## config.mk

```make
export PLATFORM = sky130hd
export DESIGN_NAME = icache_downstream_bridge
export DESIGN_NICKNAME = d
export VERILOG_FILES = /design/src/rtl/icache_downstream_bridge.sv
export SDC_FILE = /design/constraint.sdc
export NUM_CORES = 1
export LEC_CHECK = 0
export ABC_AREA = 1
export BUFFER_PORTS_ARGS = -buffer_cell sky130_fd_sc_hd__buf_2
export CAP_MARGIN = 20
export CORE_ASPECT_RATIO = 0.7
export CORE_MARGIN = 4
export CORE_UTILIZATION = 40
export CTS_CLUSTER_SIZE = 20
export DETAILED_ROUTE_END_ITERATION = 10
export HOLD_SLACK_MARGIN = 0.06
export PLACE_DENSITY = 0.68
export SYNTH_ARGS = -nofsm -noshare
export SYNTH_HDL_FRONTEND = slang
export SYNTH_SLANG_ARGS = --single-unit
```

## constraint.sdc

```tcl
create_clock -name clk -period 2.4 [get_ports clk]
set_input_delay 0.24 -clock clk [delete_from_list [all_inputs] [get_ports clk]]
set_output_delay 0.24 -clock clk [all_outputs]
set_load 0.01 [all_outputs]
```

## src/rtl/icache_downstream_bridge.sv

```systemverilog
// icache_downstream_bridge
// Bridges icache miss-refill requests to the memory fabric and returns refill
// data to the icache. Requests are buffered in a small FIFO, in-flight ids are
// tracked in a busy bitmap, and returning data passes through a one-entry
// response register. Duplicate ids stall, total in-flight traffic is capped,
// and responses carrying an id that is not outstanding raise a sticky flag.
module icache_downstream_bridge #(
  parameter int ADDR_W    = 32,
  parameter int ID_W      = 4,
  parameter int DATA_W    = 256,
  parameter int REQ_DEPTH = 4,
  parameter int MAX_OUT   = 8,
  localparam int CNT_W    = $clog2(MAX_OUT + 1)
) (
  input  logic                     clk,
  input  logic                     rst_n,
  // icache request side
  input  logic                     downstream_txreq_vld,
  output logic                     downstream_txreq_rdy,
  input  logic [ADDR_W-1:0]        downstream_txreq_pld,
  input  logic [ID_W-1:0]          downstream_txreq_entry_id,
  // fabric request side
  output logic                     fab_req_vld,
  input  logic                     fab_req_rdy,
  output logic [ADDR_W-1:0]        fab_req_addr,
  output logic [ID_W-1:0]          fab_req_txnid,
  // fabric response side
  input  logic                     fab_rsp_vld,
  output logic                     fab_rsp_rdy,
  input  logic [DATA_W-1:0]        fab_rsp_data,
  input  logic [ID_W-1:0]          fab_rsp_txnid,
  // icache response side
  output logic                     downstream_rxdat_vld,
  input  logic                     downstream_rxdat_rdy,
  output logic [DATA_W+ID_W-1:0]   downstream_rxdat_pld,
  // status
  output logic [CNT_W-1:0]         outstanding_cnt,
  output logic                     err_unexp_rsp
);

  localparam int PTR_W  = $clog2(REQ_DEPTH) + 1;
  localparam int IDX_W  = PTR_W - 1;
  localparam int NUM_ID = 1 << ID_W;

  // request FIFO storage and pointers (extra MSB distinguishes full from empty)
  logic [ADDR_W-1:0] fifo_addr_q [REQ_DEPTH];
  logic [ID_W-1:0]   fifo_id_q   [REQ_DEPTH];
  logic [PTR_W-1:0]  wr_ptr_q, wr_ptr_d;
  logic [PTR_W-1:0]  rd_ptr_q, rd_ptr_d;
  logic [IDX_W-1:0]  wr_idx, rd_idx;
  logic              fifo_full, fifo_empty;

  // in-flight tracking
  logic [NUM_ID-1:0] busy_q, busy_d;
  logic [CNT_W-1:0]  cnt_q, cnt_d;
  logic              err_q, err_d;

  // response register
  logic              rsp_full_q, rsp_full_d;
  logic [ID_W-1:0]   rsp_id_q, rsp_id_d;
  logic [DATA_W-1:0] rsp_data_q, rsp_data_d;
  // holds fab_rsp_rdy low while reset is applied and for the first edge after
  logic              rsp_en_q;

  // handshakes
  logic push, pop, rsp_take, retire, retire_known, cnt_dec;

  assign wr_idx     = wr_ptr_q[IDX_W-1:0];
  assign rd_idx     = rd_ptr_q[IDX_W-1:0];
  assign fifo_empty = (wr_ptr_q == rd_ptr_q);
  assign fifo_full  = (wr_ptr_q[PTR_W-1] != rd_ptr_q[PTR_W-1]) &&
                      (wr_ptr_q[IDX_W-1:0] == rd_ptr_q[IDX_W-1:0]);

  // full flag is the pre-pop value, so a full FIFO never takes a push even when
  // the head is leaving in the same cycle
  assign downstream_txreq_rdy = !fifo_full &&
                                (cnt_q < CNT_W'(MAX_OUT)) &&
                                !busy_q[downstream_txreq_entry_id];

  assign fab_req_vld   = !fifo_empty;
  assign fab_req_addr  = fifo_addr_q[rd_idx];
  assign fab_req_txnid = fifo_id_q[rd_idx];

  assign fab_rsp_rdy          = rsp_en_q && (!rsp_full_q || downstream_rxdat_rdy);
  assign downstream_rxdat_vld = rsp_full_q;
  assign downstream_rxdat_pld = {rsp_id_q, rsp_data_q};

  assign outstanding_cnt = cnt_q;
  assign err_unexp_rsp   = err_q;

  assign push         = downstream_txreq_vld && downstream_txreq_rdy;
  assign pop          = fab_req_vld && fab_req_rdy;
  assign rsp_take     = fab_rsp_vld && fab_rsp_rdy;
  assign retire       = rsp_full_q && downstream_rxdat_rdy;
  // retiring a response that was never outstanding leaves the count alone
  assign retire_known = retire && busy_q[rsp_id_q];
  assign cnt_dec      = retire_known && (cnt_q != '0);

  // FIFO pointer next-state
  always_comb begin
    wr_ptr_d = wr_ptr_q;
    rd_ptr_d = rd_ptr_q;
    if (push) wr_ptr_d = wr_ptr_q + PTR_W'(1);
    if (pop)  rd_ptr_d = rd_ptr_q + PTR_W'(1);
  end

  // busy bitmap, in-flight count and sticky error next-state
  always_comb begin
    busy_d = busy_q;
    cnt_d  = cnt_q;
    err_d  = err_q;
    if (retire) busy_d[rsp_id_q] = 1'b0;
    if (push)   busy_d[downstream_txreq_entry_id] = 1'b1;
    case ({push, cnt_dec})
      2'b10:   cnt_d = cnt_q + CNT_W'(1);
      2'b01:   cnt_d = cnt_q - CNT_W'(1);
      default: cnt_d = cnt_q;
    endcase
    if (rsp_take && !busy_q[fab_rsp_txnid]) err_d = 1'b1;
  end

  // response register next-state: refill-on-drain keeps one response per cycle
  always_comb begin
    rsp_full_d = rsp_full_q;
    rsp_id_d   = rsp_id_q;
    rsp_data_d = rsp_data_q;
    if (rsp_take) begin
      rsp_full_d = 1'b1;
      rsp_id_d   = fab_rsp_txnid;
      rsp_data_d = fab_rsp_data;
    end else if (retire) begin
      rsp_full_d = 1'b0;
    end
  end

  // FIFO storage write
  always_ff @(posedge clk or negedge rst_n) begin
    if (!rst_n) begin
      for (int i = 0; i < REQ_DEPTH; i++) begin
        fifo_addr_q[i] <= '0;
        fifo_id_q[i]   <= '0;
      end
    end else if (push) begin
      fifo_addr_q[wr_idx] <= downstream_txreq_pld;
      fifo_id_q[wr_idx]   <= downstream_txreq_entry_id;
    end
  end

  // state registers
  always_ff @(posedge clk or negedge rst_n) begin
    if (!rst_n) begin
      wr_ptr_q   <= '0;
      rd_ptr_q   <= '0;
      busy_q     <= '0;
      cnt_q      <= '0;
      err_q      <= 1'b0;
      rsp_full_q <= 1'b0;
      rsp_id_q   <= '0;
      rsp_data_q <= '0;
      rsp_en_q   <= 1'b0;
    end else begin
      wr_ptr_q   <= wr_ptr_d;
      rd_ptr_q   <= rd_ptr_d;
      busy_q     <= busy_d;
      cnt_q      <= cnt_d;
      err_q      <= err_d;
      rsp_full_q <= rsp_full_d;
      rsp_id_q   <= rsp_id_d;
      rsp_data_q <= rsp_data_d;
      rsp_en_q   <= 1'b1;
    end
  end

endmodule

```

== After elaboration in Yosys (flattened, before gate mapping) ==
Index checks and enable logic that the tools add are counted.

* Register bits after elaboration: 433
* Input bits: 302
* Output and inout bits: 305
* Logic and storage cells: 90

* Add/sub/neg operators: 4
* Magnitude comparators: 9
* Equality and inequality tests: 5
* Muxes and demuxes: 27
* Bitwise logic cells: 5
* Reductions and logical operators: 23

{| class="wikitable"
|+ Operator list
! operator !! count
|-
| $bwmux 128 || 1
|-
| $mux 32 || 3
|-
| $bmux 32 s2 || 1
|-
| $demux 32 s2 || 1
|-
| $mux 16 || 2
|-
| $and 16x16->16 || 1
|-
| $bwmux 16 || 1
|-
| $not 16->16 || 1
|-
| $or 16x16->16 || 1
|-
| $lt 4x5->1 const B || 3
|-
| $logic_and 1x1->1 || 14
|-
| $bmux 1 s4 || 3
|-
| $mux 4 || 3
|-
| $bmux 4 s2 || 1
|-
| $demux 1 s4 || 2
|-
| $demux 4 s2 || 1
|-
| $ge 4x1->1 const B || 2
|-
| $pmux 4 s2 || 1
|-
| $mux 1 || 7
|-
| $add 3x1->3 const B || 2
|-
| $ge 3x3->1 const B || 2
|-
| $not 2->3 || 2
|-
| $logic_not 1->1 || 5
|-
| $add 4x1->4 const B || 1
|-
| other kinds (11) || 12
|}

== Depth between registers and ports, before layout ==
Gate-level depths: netlist of run 1.

* Depth after elaboration: 9
* Gate-level depth with buffers: 20
* Gate-level depth less buffers: 18

== Worst setup path after synthesis of run 1 ==
OpenSTA, ideal clock, no wires.

* Kind: reg-to-reg
* Start: register rd_ptr_q[1]
* End: register cnt_q[3], in the netlist outstanding_cnt[3]
* Library setup time: 0.123 ns
* Arrival: 2.376 ns
* Required time: 2.277 ns
* Setup slack: -0.098 ns
* Stages on the path, launching flop included: 18
* Path buffers: 2
* Period minus slack after synthesis: 2.498 ns
* Cell sequence: dfrtp_1 > clkbuf_1 > nand2_1 > nand2_1 > nand3_1 > nand3_1 > nor2_4 > nand2_2 > buf_2 > ha_1 > ha_1 > nand2_1 > nand2_1 > a21oi_1 > nor2_1 > nor2_1 > nand2_1 > xor2_1

* Longest elaborated chain between the ends: 8
* Elaborated cells between the ends (all ways): 10
* Those cells by class: 3 x eq/ne; 1 x mux; 6 x reduce/logical

{| class="wikitable"
|+ Ends and longest elaborated chain
! element !! RTL line !! source
|-
| from (decl) || 49 || <nowiki>logic [PTR_W-1:0] rd_ptr_q, rd_ptr_d;</nowiki>
|-
| from (signal assigned) || 163 || <nowiki>rd_ptr_q <= rd_ptr_d;</nowiki>
|-
| $eq 2x2->1 * || 72 || <nowiki>(wr_ptr_q[IDX_W-1:0] == rd_ptr_q[IDX_W-1:0]);</nowiki>
|-
| $logic_and 1x1->1 * || 71 || <nowiki>assign fifo_full = (wr_ptr_q[PTR_W-1] != rd_ptr_q[PTR_W-1]) &&</nowiki>
|-
| $logic_not 1->1 * || 76 || <nowiki>assign downstream_txreq_rdy = !fifo_full &&</nowiki>
|-
| $logic_and 1x1->1 * || 76 ||
|-
| $logic_and 1x1->1 * || 77 || <nowiki>(cnt_q < CNT_W'(MAX_OUT)) &&</nowiki>
|-
| $logic_and 1x1->1 * || 91 || <nowiki>assign push = downstream_txreq_vld && downstream_txreq_rdy;</nowiki>
|-
| $eq 2x1->1 or $eq 2x2->1 (tied branches) || 114 || <nowiki>case ({push, cnt_dec})</nowiki>
|-
| $pmux 4 s2 or $reduce_bool 2->1 (tied branches) || -- ||
|-
| to (signal assigned) || 165 || <nowiki>cnt_q <= cnt_d;</nowiki>
|-
| to (decl) || 55 || <nowiki>logic [CNT_W-1:0] cnt_q, cnt_d;</nowiki>
|}

Every way passes the cells marked *; elsewhere a longest branch is shown, timed or not.
A chain may end at the register's enable or synchronous reset.

== Worst setup path after layout of run 1 ==
* Start: register rsp_id_q[1]
* End: register cnt_q[3], in the netlist outstanding_cnt[3]

* Longest elaborated chain between the ends: 6
* Elaborated cells between the ends (all ways): 8
* Those cells by class: 2 x eq/ne; 3 x mux; 3 x reduce/logical

{| class="wikitable"
|+ Ends and longest elaborated chain
! element !! RTL line !! source
|-
| from (decl) || 60 || <nowiki>logic [ID_W-1:0] rsp_id_q, rsp_id_d;</nowiki>
|-
| from (signal assigned) || 168 || <nowiki>rsp_id_q <= rsp_id_d;</nowiki>
|-
| $bmux 1 s4 * || 96 || <nowiki>assign retire_known = retire && busy_q[rsp_id_q];</nowiki>
|-
| $mux 1 (not written as such) * || 96 ||
|-
| $logic_and 1x1->1 * || 96 ||
|-
| $logic_and 1x1->1 * || 97 || <nowiki>assign cnt_dec = retire_known && (cnt_q != '0);</nowiki>
|-
| $eq 2x1->1 or $eq 2x2->1 (tied branches) || 114 ||
|-
| $pmux 4 s2 or $reduce_bool 2->1 (tied branches) || -- ||
|}

Every way passes the cells marked *; elsewhere a longest branch is shown, timed or not. The select of a mux whose other input is x is not followed.

==> results of run 1 <==
## layout make-up
type                            count  area, um2  share of cell area
Sequential cell                   433      10800               0.392
Multi-Input combinational cell   1616       7080               0.256
Inverter                           36        150             0.00543
Clock buffer                       67       1360              0.0491
Antenna cell                       16       40.0             0.00145
Timing Repair Buffer             1005       7240               0.262
Clock inverter                     14        183             0.00661
Tap cell                          603        754              0.0273
## per-layer routing
layer  vias up  global-route usage
met3       186               0.113
li1       8955                   -
met5         -                   0
met2      1025               0.460
met1      9665               0.405
met4         0              0.0963
## placed cells by master, fill, tap and decap left out, types with 11 or more instances in the layout
| cell type | Yosys | routed |
|---|---|---|
| dlygate4sd3_1 | 0 | 290 |
| o21ai_0 | 109 | 108 |
| buf_12 | 0 | 22 |
| buf_2 | 15 | 602 |
| clkbuf_16 | 0 | 46 |
| nand4_1 | 146 | 146 |
| inv_1 | 32 | 30 |
| buf_4 | 4 | 78 |
| nand2_1 | 1167 | 1162 |
| nand3_1 | 12 | 11 |
| nor2_1 | 96 | 93 |
| dfrtp_1 | 433 | 428 |
| o22ai_1 | 36 | 35 |
| diode_2 | 0 | 16 |
| clkbuf_8 | 0 | 15 |
## cells in the mapped netlist (2+ instances only)
| master | n |
|---|---|
| ha_1 | 8 |
| nand3_1 | 12 |
| buf_6 | 17 |
| a22oi_1 | 8 |
| o21ai_0 | 109 |
| buf_1 | 11 |
| nand4_1 | 146 |
| buf_4 | 4 |
| a21oi_1 | 5 |
| xnor2_1 | 2 |
| inv_1 | 32 |
| nor2_1 | 96 |
| dfrtp_1 | 433 |
| nand2_1 | 1167 |
| nor2_4 | 3 |
| xor2_1 | 4 |
| inv_2 | 3 |
| o21ai_1 | 7 |
| buf_2 | 15 |
| nand4_4 | 4 |
| clkbuf_1 | 101 |
| o22ai_1 | 36 |
## sequential cells by signal (all words and copies together), names as in the netlist
register and count:
rsp_data_q 256, fifo_addr_q 128, busy_q 16, fifo_id_q 16
outstanding_cnt 4, rsp_id_q 4, rd_ptr_q 3, wr_ptr_q 3
downstream_rxdat_vld 1, err_unexp_rsp 1, rsp_en_q 1
## critical path, delay by kind of cell, from the launching register on
family / cells / cell delay [ps]
xor+xnor: 1 / 130
buf+inv: 2 / 160
compound gates: 3 / 420
simple gates: 8 / 740
fa+ha+maj: 2 / 450
flops: 1 / 480
## final timing paths
kind                                             start                             end  depth (start not counted)
max                            rsp_id_q[1]$_DFFE_PN0P_  outstanding_cnt[3]$_DFFE_PN0P_                         16
min                                   fab_rsp_txnid[2]         rsp_id_q[2]$_DFFE_PN0P_                          3
max reg2reg                    rsp_id_q[1]$_DFFE_PN0P_  outstanding_cnt[3]$_DFFE_PN0P_                         16
min reg2reg                fifo_addr_q[68]$_DFFE_PN0P_     fifo_addr_q[68]$_DFFE_PN0P_                          2
max in group asynchronous                        rst_n     rsp_data_q[184]$_DFFE_PN0P_                          3
min in group asynchronous                        rst_n     rsp_data_q[240]$_DFFE_PN0P_                          2
## cells by family after synthesis
kind of cell | Yosys count
adder cells (fa/ha/maj) | 9
buffers and inverters | 184
AO/OA/AOI/OAI | 169
XOR/XNOR | 6
AND/OR/NAND/NOR | 1431
flip-flops | 433
other | 1
## power by group through the flow
stage | Clock [W] | Sequential [W] | Combinational, W
after floorplan | 0 | 0.00887 | 0.00231
after global placement | 0 | 0.00852 | 0.00537
after detailed placement | 0 | 0.00854 | 0.00542
after CTS | 0.00743 | 0.00846 | 0.00607
after global routing | 0.00778 | 0.00855 | 0.00672
final | 0.00734 | 0.00848 | 0.00619
## stage by stage
| stage | cells | power, W | cell area, um2 | setup slack [ps] |
|---|---|---|---|---|
| after floorplan | 2233 | 0.0112 | 18700 | 11.3 |
| after global placement | 3385 | 0.0139 | 22700 | -274 |
| after detailed placement | 3385 | 0.0140 | 22700 | -229 |
| after CTS | 3759 | 0.0220 | 27400 | -80.4 |
| after global routing | 3787 | 0.0230 | 27600 | -177 |
| final | 3790 | 0.0220 | 27700 | -78.5 |
## what timing repair did
action | CTS | global route
pin swaps | 14 | 10
hold endpoints to repair | 447 | 0
buffers inserted | 1 | 13
resized for setup | 23 | 22
hold buffers | 290 | 0
endpoints found under the setup margin | 39 | 21
cloned | 5 | 1
==> flow_metrics.tcl, run 1 <==
set metrics [dict create \
    cts_buffer_depth 3 \
    tns_ps -78.5 \
    grt_usage 0.303 \
    ys.flop_type "dfrtp_1" \
    dr_wl_met3_mm 9.24 \
    ys_types 32 \
    powerDensity_nw_per_um2 796 \
    critical_path_required_ps 2840 \
    clockPowerShare 0.334 \
    layout.nets 3447 \
    hold_class "primary input to flip-flop" \
    setup_ws_ps -78.5 \
    gp_congestion 0.949 \
    synth_top_family_by_area "simple AND/OR/NAND/NOR gates" \
    grt_pass1_vias 19900 \
    io_pins 607 \
    clock-root-buffer "clkbuf_16" \
    power.internal_w 0.0148 \
    antenna_left 0 \
    wl_mm 78.7 \
    clock.fmax_ghz 0.403 \
    final_util 0.607 \
    cap_violations 0 \
    highest-signal-layer "met4" \
    viasPerCell 5.23 \
    wl_met2_mm 35.0 \
    synth_edf_count 0 \
    p_leak_nw 15.2 \
    worstMarginPinSlew_ps 922 \
    synth_xor_area_frac 0.00282 \
    gr-total-overflow 0 \
    drtPass1Iterations 7 \
    via_count 19800 \
    setup_viol 1 \
    crit_chain "nand2_2 > inv_4 > buf_6 > a22oi_2 > a21oi_2 > nor3_4 > nor2_1 > ha_2 > ha_4 > nand2_2 > nand2_2 > a21oi_2 > nor2_1 > nor2_1 > nand2_1 > xor2_1" \
    reg2reg_slack_ps -80 \
    cp_max_fo 6 \
    yosys.area.top_type "dfrtp_1" \
    cts_tree "done" \
    dieWidth_um 266 \
    async_flop_share 1.00 \
    synth_fa_ha_area_frac 0.00644 \
    fp-row-count 65 \
    layout_min_cycle_time_ps 2480 \
    layout-drive-gt1-share 0.262 \
    swShare 0.328 \
    cp.arrival_ps 2920 \
    worstSkewPairLatency_ps 550 \
    antenna_found_initial 16 \
    synth_top_area_share 0.581 \
    synth_compound_area_frac 0.0495 \
    yosysSeqAreaShare 0.581 \
    synth.avg_cell_area_um2 8.35 \
    synthTopCellsByArea "dfrtp_1 58%, nand2_1 24%, nand4_1 4.9%" \
    met1_length_mm 31.7 \
    synthesis.instances 2233 \
    p_switching_w 0.00723 \
    drt_iter0_markers 1977 \
    muxShareOfSynthArea 0 \
    start_util 0.409 \
    timing.final.hold_violations 0 \
    worstSetupPathType "flip-flop to flip-flop" \
    fillers 3809 \
    core_area_um2 45500 \
    relSlewSlack 0.386 \
    mappedNetlistArea_um2 18600 \
    yosys.area_share.simple 0.314 \
    grt_max_degree 174 \
    synth_seq_cells 433 \
    violations "negative setup slack" \
    holdWs_ps 87.9 \
    cpPeakStageDelay_ps 480 \
    die-area_um2 50200 \
    drv_slew 0 \
    cpMaxStageDelayCell "dfrtp_2" \
    grt_pass1_wl_mm 119 \
    drc 0 \
    h-tree-depth 2 \
    post-dp-hpwl_mm 52.5 \
    wl_per_cell_um 20.8 \
    yosysWarnings 0 \
    finClkSkew_ps 13.8 \
    io_buffers 606 \
    cp-end-kind "flip-flop" \
    peakVddDrop_v 0.000537 \
    startpoint_type "flip-flop" \
    clkTransAtPathRegs_ps 70 \
    cts_made_buffers 44 \
    die_h_um 189 \
    area_delta_synth_final_pct 48.4 \
    combPwrFrac 0.281 \
    rsz0062_at_grt "true" \
    clock_sinks 433 \
    outcome "complete, but fails checks" \
    seq_power_share 0.385 \
    post-route-period-util 1.03 \
    syn_nets 2544 \
]
No activity file was read; power rests on OpenSTA's default activity.
==> inputs of run 2 (changes only) <==
--- a/config.mk
+++ b/config.mk
@@ -11,6 +11,7 @@
 export CORE_ASPECT_RATIO = 0.7
 export CORE_MARGIN = 4
 export CORE_UTILIZATION = 40
+export CTS_BUF_LIST = sky130_fd_sc_hd__clkbuf_16
 export CTS_CLUSTER_SIZE = 20
 export DETAILED_ROUTE_END_ITERATION = 10
 export HOLD_SLACK_MARGIN = 0.06
==> run 2 against run 1 <==
The flow still finishes with violations (negative setup slack). Clock skew rose by 5.2 ps. Die area did not move. Global-route usage fell by 0.051 points. Clock-buffer cell count fell by 22. Non-clock buffer count fell by 13. Clock power fell by 7.1%. Worst hold slack got worse by 7.4 ps.
==> flow_metrics.tcl, run 2 (same netlist as run 1, synthesis figures left out) <==
set metrics [dict create \
    outcome "complete, but fails checks" \
    violations "negative setup slack" \
    powerDensity_nw_per_um2 785 \
    tns_ps -70.9 \
    peakVddDrop_v 0.000543 \
    layout_min_cycle_time_ps 2470 \
    relSlewSlack 0.411 \
    multi_input_area_um2 7100 \
    finClkSkew_ps 19.0 \
    regArea_um2 10800 \
    rsz0062_at_grt "true" \
    clock-root-buffer "clkbuf_16" \
    placed_cells 3385 \
    clkTransAtPathRegs_ps 70 \
    drt_iter0_markers 1939 \
    worstSkewPairLatency_ps 560 \
    h-tree-depth 2 \
    clock.fmax_ghz 0.405 \
    critical_path_required_ps 2840 \
    power_w 0.0215 \
    drv_slew 0 \
    cts_made_buffers 44 \
    worstSetupPathType "flip-flop to flip-flop" \
    clock_sinks 433 \
    instances_no_fill 3773 \
    fillers 3848 \
    cts_buffer_depth 3 \
    antenna_left 0 \
    crit_family "simple AND/OR/NAND/NOR gates" \
    setup_viol 1 \
    combPwrFrac 0.287 \
    met1_length_mm 31.5 \
    clockPowerShare 0.318 \
    gp_congestion 0.949 \
    largest_reg_flops 256 \
    cpPeakStageDelay_ps 480 \
    layout-drive-gt1-share 0.255 \
    die-area_um2 50200 \
    io_buffers 606 \
    dieWidth_um 266 \
    dr_wl_met3_mm 9.09 \
    wl_per_cell_um 20.7 \
    final_cell_mix "1161 x nand2_1, 603 x buf_2, 428 x dfrtp_1, 290 x dlygate4sd3_1, 146 x nand4_1" \
    crit_chain "nand2_2 > inv_4 > buf_6 > a22oi_2 > a21oi_2 > nor3_4 > nor2_1 > ha_2 > ha_4 > nand2_2 > nand2_2 > a21oi_2 > nor2_1 > nor2_1 > nand2_1 > xor2_1" \
    drc 0 \
    p_leak_nw 15.0 \
    viasPerCell 5.21 \
    swShare 0.336 \
    worstMarginPinSlew_ps 883 \
    cp-end-kind "flip-flop" \
    highest-signal-layer "met4" \
    fp-row-count 65 \
    startpoint_type "flip-flop" \
    cp.arrival_ps 2920 \
    core_area_um2 45500 \
    holdWs_ps 80.5 \
    gr-total-overflow 0 \
    drtPass1Iterations 5 \
    start_util 0.409 \
    power.internal_w 0.0143 \
    cts_tree "done" \
    grt_usage 0.302 \
    via_count 19700 \
    area_delta_synth_final_pct 46.9 \
    grt_max_degree 174 \
    post-dp-hpwl_mm 52.5 \
    wl_mm 78.1 \
    p_switching_w 0.00723 \
    post-route-period-util 1.03 \
    seq_power_share 0.395 \
    cap_violations 0 \
    cp_max_fo 6 \
    wl_met2_mm 34.9 \
    worst-path-buf-inv 2 \
    cpMaxStageDelayCell "dfrtp_2" \
    setup_ws_ps -70.9 \
    io_pins 607 \
    top_regs "rsp_data_q x256, fifo_addr_q x128" \
    antenna_found_initial 10 \
    layout.nets 3434 \
    hold_class "primary input to flip-flop" \
    grt_pass1_vias 19900 \
    die_h_um 189 \
    post-place-ws_ps -229 \
    final_common_cell "nand2_1" \
    timing.final.hold_violations 0 \
    grt_pass1_wl_mm 119 \
    largest_register "rsp_data_q" \
]
[run 2: worst paths after layout]
check                                       startpoint                             end  slack, ps  depth (start not counted)
min in group asynchronous                        rst_n  outstanding_cnt[2]$_DFFE_PN0P_        290                          2
max reg2reg                    rsp_id_q[1]$_DFFE_PN0P_  outstanding_cnt[3]$_DFFE_PN0P_        -70                         16
min reg2reg                fifo_addr_q[68]$_DFFE_PN0P_     fifo_addr_q[68]$_DFFE_PN0P_        470                          2
max in group asynchronous                        rst_n     rsp_data_q[184]$_DFFE_PN0P_       1300                          3
min                                   fab_rsp_txnid[2]         rsp_id_q[2]$_DFFE_PN0P_         80                          3
max                            rsp_id_q[1]$_DFFE_PN0P_  outstanding_cnt[3]$_DFFE_PN0P_        -70                         16
[run 2: worst reg2reg max path, cell delays in order, from the launching register on]
cell	delay (ps)
dfrtp_2	480
nand2_2	120
inv_4	60
buf_6	110
a22oi_2	160
a21oi_2	100
nor3_4	230
nor2_1	70
ha_2	230
ha_4	220
nand2_2	60
nand2_2	60
a21oi_2	140
nor2_1	60
nor2_1	90
nand2_1	70
xor2_1	130
[run 2: final cells by class]
type / instances / area share
sequential: 433 / 0.396
timing repair buffer: 992 / 0.260
multi-input combinational: 1616 / 0.259
clock buffer: 45 / 0.0411
tap: 603 / 0.0276
clock inverter: 36 / 0.00969
inverter: 36 / 0.00549
antenna: 12 / 0.00110
[run 2: repair_timing]
action                                 CTS  global route
resized for setup                       24            26
hold buffers                           290             0
pin swaps                               15            11
endpoints found under the hold margin  447             0
gates cloned                             5             0
setup endpoints to repair               39            18
setup buffers                            3             0
[run 2: metal layers]
layer / vias to the layer above / global-route usage
li1: 8933 / -
met1: 9570 / 0.405
met2: 987 / 0.458
met3: 167 / 0.114
met4: 0 / 0.0949
met5: - / 0
[run 2: power groups by stage]
stage	Combinational (W)	Sequential [W]	Clock, W
6_report	0.00617	0.00849	0.00682
2_1_floorplan	0.00231	0.00887	0
5_1_grt	0.00671	0.00856	0.00725
3_5_place_dp	0.00542	0.00854	0
4_1_cts	0.00607	0.00846	0.00691
3_3_place_gp	0.00537	0.00852	0
[run 2: stage by stage]
stage / util / cell area (um2)
3_3_place_gp: 0.498 / 22700
6_report: 0.601 / 27400
3_5_place_dp: 0.498 / 22700
2_1_floorplan: - / 18700
4_1_cts: 0.598 / 27300
5_1_grt: 0.601 / 27400
